<file path="config.mk">
export PLATFORM = sky130hd
export DESIGN_NAME = buffer_stream_reader
export DESIGN_NICKNAME = d
export VERILOG_FILES = /design/src/rtl/buffer_stream_pkg.sv /design/src/rtl/buffer_stream_reader_csum.sv /design/src/rtl/buffer_stream_reader.sv
export SDC_FILE = /design/constraint.sdc
export NUM_CORES = 1
export LEC_CHECK = 0
export ABC_AREA = 1
export CAP_MARGIN = 20
export CORE_AREA = 2 2 116 62
export DETAILED_ROUTE_END_ITERATION = 16
export DIE_AREA = 0 0 118 64
export HOLD_SLACK_MARGIN = 0.06
export PLACE_DENSITY = 0.79
export SETUP_SLACK_MARGIN = 0.4
export SLEW_MARGIN = 30
export SYNTH_ARGS = -nofsm -noshare
export SYNTH_HDL_FRONTEND = slang
export SYNTH_SLANG_ARGS = --single-unit
</file>
<file path="constraint.sdc">
create_clock -name clk -period 4.12 [get_ports clk]
set_input_delay 0.824 -clock clk [delete_from_list [all_inputs] [get_ports clk]]
set_output_delay 0.824 -clock clk [all_outputs]
set_load 0.01 [all_outputs]
</file>
<file path="src/rtl/buffer_stream_pkg.sv">
// Shared types and helpers for the buffer stream reader.
// Optional checksum unit is enabled with READER_CSUM_EN.
package buffer_stream_pkg;

  typedef enum logic [2:0] {
    S_IDLE  = 3'd0,
    S_FETCH = 3'd1,
    S_WAIT  = 3'd2,
    S_SHIFT = 3'd3,
    S_DONE  = 3'd4
  } state_t;

  localparam int DATA_WIDTH_DEFAULT = 32;
  localparam int BYTES_PER_WORD     = DATA_WIDTH_DEFAULT / 8;
  localparam int BYTE_CNT_W         = $clog2(BYTES_PER_WORD) + 1;

  // Ones'-complement add; the folded result cannot carry out a second time.
  function automatic logic [15:0] ones_add16(input logic [15:0] a, input logic [15:0] b);
    logic [16:0] s;
    s = {1'b0, a} + {1'b0, b};
    return s[15:0] + {15'd0, s[16]};
  endfunction

endpackage

</file>
<file path="src/rtl/buffer_stream_reader_csum.sv">
// Pair-and-accumulate 16-bit ones'-complement sum over a byte stream.
// Instantiated by buffer_stream_reader only when READER_CSUM_EN is defined.
module ones_comp_sum16
  import buffer_stream_pkg::*;
(
  input  logic        clk,
  input  logic        reset,
  input  logic        clear,
  input  logic        byte_valid,
  input  logic [7:0]  byte_in,
  output logic [15:0] csum
);

  logic [15:0] acc;
  logic [7:0]  hi_byte;
  logic        odd;

  always_ff @(posedge clk or posedge reset) begin
    if (reset) begin
      acc     <= '0;
      hi_byte <= '0;
      odd     <= 1'b0;
    end else if (clear) begin
      acc     <= '0;
      hi_byte <= '0;
      odd     <= 1'b0;
    end else if (byte_valid) begin
      if (!odd) begin
        hi_byte <= byte_in;
        odd     <= 1'b1;
      end else begin
        acc <= ones_add16(acc, {hi_byte, byte_in});
        odd <= 1'b0;
      end
    end
  end

  // A pending odd byte is folded in zero-padded so csum is final without an extra cycle.
  assign csum = odd ? ones_add16(acc, {hi_byte, 8'h00}) : acc;

endmodule

</file>
<file path="src/rtl/buffer_stream_reader.sv">
// Drains a word buffer and serialises len bytes MSB-first onto an 8-bit valid/ready stream.
// Define READER_CSUM_EN to add the csum output and ones'-complement accumulator.
module buffer_stream_reader
  import buffer_stream_pkg::*;
#(
  parameter int DATA_WIDTH = 32,
  parameter int LEN_WIDTH  = 16
) (
  input  logic                  clk,
  input  logic                  reset,
  input  logic                  start,
  input  logic [LEN_WIDTH-1:0]  len,
  input  logic                  abort,
  input  logic [DATA_WIDTH-1:0] buf_data_out,
  input  logic                  buf_data_av,
  output logic                  buf_rd_en,
  output logic [7:0]            tx_data,
  output logic                  tx_valid,
  input  logic                  tx_ready,
  output logic                  tx_last,
  output logic                  busy,
  output logic                  done
`ifdef READER_CSUM_EN
  ,
  output logic [15:0]           csum
`endif
);

  localparam int BPW   = DATA_WIDTH / 8;
  localparam int CNT_W = $clog2(BPW) + 1;

  state_t                state;
  logic [LEN_WIDTH-1:0]  remaining;
  logic [CNT_W-1:0]      word_bytes;
  logic [DATA_WIDTH-1:0] shreg;

  assign buf_rd_en = (state == S_FETCH) && buf_data_av;
  assign tx_data   = shreg[DATA_WIDTH-1 -: 8];

  always_ff @(posedge clk or posedge reset) begin
    if (reset) begin
      state      <= S_IDLE;
      remaining  <= '0;
      word_bytes <= '0;
      shreg      <= '0;
      tx_valid   <= 1'b0;
      tx_last    <= 1'b0;
      busy       <= 1'b0;
      done       <= 1'b0;
    end else begin
      done <= 1'b0;
      if (abort && state != S_IDLE) begin
        state    <= S_IDLE;
        tx_valid <= 1'b0;
        tx_last  <= 1'b0;
        busy     <= 1'b0;
      end else begin
        case (state)
          S_IDLE: begin
            if (start) begin
              busy <= 1'b1;
              if (len != '0) begin
                remaining <= len;
                state     <= S_FETCH;
              end else begin
                state <= S_DONE;
                done  <= 1'b1;
              end
            end
          end
          S_FETCH: begin
            if (buf_data_av) state <= S_WAIT;
          end
          S_WAIT: begin
            shreg      <= buf_data_out;
            word_bytes <= CNT_W'(BPW);
            tx_valid   <= 1'b1;
            tx_last    <= (remaining == LEN_WIDTH'(1));
            state      <= S_SHIFT;
          end
          S_SHIFT: begin
            if (tx_ready) begin
              shreg      <= shreg << 8;
              remaining  <= remaining - LEN_WIDTH'(1);
              word_bytes <= word_bytes - CNT_W'(1);
              // tx_last is registered, so it looks one byte ahead of the decrement.
              if (remaining == LEN_WIDTH'(1)) begin
                state    <= S_DONE;
                tx_valid <= 1'b0;
                tx_last  <= 1'b0;
                done     <= 1'b1;
              end else if (word_bytes == CNT_W'(1)) begin
                state    <= S_FETCH;
                tx_valid <= 1'b0;
                tx_last  <= 1'b0;
              end else begin
                tx_last <= (remaining == LEN_WIDTH'(2));
              end
            end
          end
          S_DONE: begin
            busy  <= 1'b0;
            state <= S_IDLE;
          end
          default: state <= S_IDLE;
        endcase
      end
    end
  end

`ifdef READER_CSUM_EN
  logic tx_fire;
  logic csum_clear;
  assign tx_fire    = (state == S_SHIFT) && tx_ready && !abort;
  assign csum_clear = (state == S_IDLE) && start;

  ones_comp_sum16 u_csum (
    .clk        (clk),
    .reset      (reset),
    .clear      (csum_clear),
    .byte_valid (tx_fire),
    .byte_in    (tx_data),
    .csum       (csum)
  );
`endif

endmodule

</file>
# Word level (Yosys, flattened, before mapping)

Index checks and enable logic that the tools add are counted.

Add/sub/neg operators: 2
Multipliers: 0
Divide/modulo/power cells: 0
Magnitude comparators: 0
Equal/unequal tests: 14
Shifts and indexed selects: 0
Multiplexer cells: 35
Bitwise logic cells: 1
Reductions and logical operators: 15

Operator list:

| cell                  | count |
|---|---|
| $pmux 32 s2           | 1 |
| $mux 16               | 3 |
| $mux 32               | 1 |
| $pmux 16 s2           | 1 |
| $mux 3                | 8 |
| $eq 16x1->1 const B   | 1 |
| $eq 16x2->1 const B   | 1 |
| $reduce_bool 16->1    | 1 |
| $sub 16x1->16 const B | 1 |
| $mux 1                | 15 |
| $pmux 3 s4            | 1 |
| $reduce_bool 3->1     | 3 |
| $pmux 1 s2            | 4 |
| $eq 3x1->1 const B    | 2 |
| $eq 3x2->1 const B    | 2 |
| $ne 2x2->1 const B    | 3 |
| $ne 3x3->1 const B    | 2 |
| $pmux 3 s2            | 1 |
| $reduce_and 3->1      | 2 |
| $reduce_and 5->1      | 1 |
| $ne 4x4->1 const B    | 1 |
| $reduce_and 2->1      | 2 |
| $reduce_and 4->1      | 1 |
| $reduce_bool 2->1     | 2 |
| other kinds (6)       | 7 |

Flip-flop bits (word level): 58
Bits in latches: 0
Memory bits (writable): 0
Memory bits (read-only): 0
Input port bits: 54
Output and inout bits: 13
Logic and storage cells: 75
Memories kept: 0

# Logic depth before layout (Yosys ltp)

Depth after elaboration: 6
Mapped depth: 12
Gate-level depth less buffers: 11

# Worst setup path before layout

OpenSTA, ideal clock, no wires.

Kind: input-to-output
Start: in buf_data_av
End: out buf_rd_en
Data arrival time: 1208 ps
Required time: 3296 ps
Slack: 2088 ps
Stages: 2
Path buffers: 0
Cell sequence: inv_1 -> nor4_1

Word-level cells in the longest chain between the ends: 1

RTL lines:

| item              | line                       | RTL |
|---|---|---|
| start, declared   | buffer_stream_reader.sv:15 | `input logic buf_data_av,` |
| $logic_and 1x1->1 | buffer_stream_reader.sv:37 | `assign buf_rd_en = (state == S_FETCH) && buf_data_av;` |
| end, declared     | buffer_stream_reader.sv:16 | `output logic buf_rd_en,` |

No other way between the ends.

# Final worst setup path

Same ends and word-level chain as after synthesis.

==> out/results.tsv <==
stage	metric	value	unit
floorplanning	Die H	64	µm
power	Pwr Density	716	nW/µm²
synth	Syn Area/Cell	7.15	µm²
cells_and_area	share of cells above drive strength 1	0.0653	
cells_and_area	layout overhead on the synthesized area	28.7	%
synth	Mapped Area	3410	µm²
synth	post-synth top area share	0.426	
cells_and_area	post-route cell area	4390	µm²
timing	RSZ-0062 raised after global routing	no	
cts	Num Clock Sinks	58	
flow_run	# Max-Cap Violations	0	
global_routing	GRT overflow	0	
synth	post-synth cell types	33	
outcome	status	finished clean	
floorplanning	I/O pin total	67	
timing	Worst Skew	0.00727	ns
synth	top cells by area, synth	dfrtp_1, nand2_1, nor2_1, o21ai_0, inv_1	
cells_and_area	Antenna diodes	0	
place	dpl ws	1.25	ns
timing	Hold Vio Cnt, Final	0	
global_routing	number of global-route vias before repair	3064	
synth	Seq cells post-synth	58	
floorplanning	Initial Util	0.525	
worst_setup_path	Setup CP Type	in -> out	
worst_setup_path	Critical Path Source Type	primary input	
synth	most frequent cell after synthesis	nand2_1	
global_routing	global-route wire length before repair	14.8	mm
route	routed wire length	8.64	mm
route	routed vias	3253	
floorplanning	Die ar.	7550	µm²
cells_and_area	area of the multi-input gates	1630	µm²
worst_setup_path	critical path peak fanout	2	
cts	CTS clock-pin slew for the worst setup and hold paths	0.05	ns
synth	sequential share of the synthesized area	0.426	
cts	Max clock buf depth	2	
timing	Hold WS	0.499	ns
synth	number of synthesized flops with an enable pin	0	
place	port bufs	66	
worst_setup_path	CP Capture Type	primary output	
worst_setup_path	cell mode on critical path	clkdlybuf4s50_1	
cts	CTS Root Cell	clkbuf_16	
synth	Post-synth ARST share	1.00	
power	Peak supply drop	0.246	mV
floorplanning	Core Area	6490	µm²
cts	Worst-Skew Late Latency	0.33	ns
place	routability cong.	0.866	
worst_setup_path	Slowest-stage cell, CP	clkdlybuf4s50_1	
route	first drt pass iteration count	5	
cts	H-tree Lvls	3	
place	cell area after placement	4050	µm²
cells_and_area	Final Net Count	590	
timing	Worst Tran Pin Value	0.848	ns
route	drt drc	0	
worst_hold_path	worst min path class	reg -> reg	
timing	max frequency	347	MHz
worst_setup_path	crit path cell chain	clkdlybuf4s50_1 > inv_1 > nor4_1 > clkdlybuf4s50_1	
synth	top cells by count, synth	nand2_1, nor2_1, dfrtp_1	
worst_setup_path	Worst EP arrival	2.06	ns
route	Iter 0 DRT Violations	261	
worst_setup_path	critical path required time	3.30	ns
floorplanning	row count	21	
synth	Synth Instances	477	
timing	final setup fails	0	
timing	setup TNS	0	ns
cells_and_area	register area	1450	µm²
cells_and_area	filler cell count	576	
timing	Rel. slew slack	0.433	
power	Leakage	2.00	nW
worst_setup_path	CP peak stage delay	0.58	ns
route	wire per inst	13.8	µm
cts	cts hold-fix bufs	0	
route	remaining antenna violation count	0	
timing	final slew viol count	0	
synth	dominant synthesized flop cell	dfrtp_1	
global_routing	largest net degree at the start of global routing	46	
synth	Syn Nets	536	
cts	Post-CTS Setup Inserts	0	
synth	post-synth top area cell	dfrtp_1	
cts	clock buffer count from CTS	9	
floorplanning	Die W	118	µm
global_routing	GR Util All Layers	0.251	
cts	# resized after CTS	0	
cts	CTS tree	yes	
route	DR vias/cell	5.18	
timing	final worst setup slack	1.24	ns
timing	crit path time final	2.88	ns
timing	final worst-path cycle share	0.700	
synth	synth warn	0	
place	DP HPWL	6.02	mm
global_routing	initial antenna violation count	0	
-- report_power, final --
group | total (mW) | leakage, nW | internal (mW) | switching, mW
clock | 0.835 | 0.165 | 0.577 | 0.259
sequential | 1.02 | 0.717 | 0.835 | 0.181
combinational | 1.29 | 1.11 | 0.475 | 0.816
total | 3.14 | 2.00 | 1.89 | 1.26
-- cell type report --
| type | count | share of cell area |
|---|---|---|
| Clock buffer | 12 | 0.0608 |
| Timing Repair Buffer | 68 | 0.154 |
| Inverter | 47 | 0.0408 |
| Multi-Input combinational cell | 347 | 0.371 |
| Tap cell | 92 | 0.0262 |
| Clock inverter | 4 | 0.0165 |
| Sequential cell | 58 | 0.331 |
-- layout by cell type (no fill, tap or decap), drive strengths merged --
cell / n
nand2: 154
o21a: 1
nor4: 1
clkinv: 2
o211a: 1
ha: 5
nand4: 4
a31oi: 10
o21ai: 56
a21oi: 5
bufinv: 2
o31ai: 1
nand3: 22
dfrtp: 58
nand3b: 3
o211ai: 7
nor3: 3
clkinvlp: 1
inv: 46
clkbuf: 12
or2: 1
buf: 2
nor2: 73
clkdlybuf4s50: 66
-- worst paths after layout --
kind / from / to / slack [ns] / cells past startpoint
worst max register to register: state[2] / remaining[10] / 1.64 / 10
worst min-delay path: shreg[17] / shreg[17] / 0.50 / 2
max in group asynchronous: reset / shreg[20] / 2.39 / 3
worst max-delay path: buf_data_av / buf_rd_en / 1.24 / 4
worst min register to register: shreg[17] / shreg[17] / 0.50 / 2
min in group asynchronous: reset / shreg[31] / 0.88 / 2
-- layer usage --
layer  vias to the layer above  part of all wire  global-route usage  wire length, µm
met1                      1481              0.49               0.360             4250
met2                       132              0.41               0.371             3560
li1                       1626                 -                   -                -
met3                        14             0.083              0.0714              721
met4                         0             0.012              0.0693              103
met5                         -                 0                   0                0
-- stage by stage --
step / utilization / instances / power, mW
after floorplan: - / 477 / 1.97
after global placement: 0.623 / 612 / 2.22
after detailed placement: 0.623 / 612 / 2.28
after CTS: 0.676 / 628 / 3.14
after global routing: 0.676 / 628 / 3.39
final: 0.676 / 628 / 3.14
-- registers in the layout, summed over array words and instances (netlist names) --
| name | count |
|---|---|
| remaining | 16 |
| tx_valid | 1 |
| shreg | 32 |
| busy | 1 |
| state | 3 |
| word_bytes | 3 |
| tx_last | 1 |
| done | 1 |
-- worst max-delay path: cells and delay by family --
family                 cells  cell delay (ns)
AND/OR/NAND/NOR            1             0.16
buffers and inverters      3             1.08
-- logic make-up (layout without fill, tap and decap cells) --
group	count (synthesis)	in the layout	share of synthesized area
buffers and inverters	72	131	0.0973
and+or+nand+nor	261	261	0.327
AOI/OAI and AO/OA	81	81	0.132
DFF	58	58	0.426
adders and majority gates	5	5	0.0184
No activity file was read; power rests on OpenSTA's default activity.
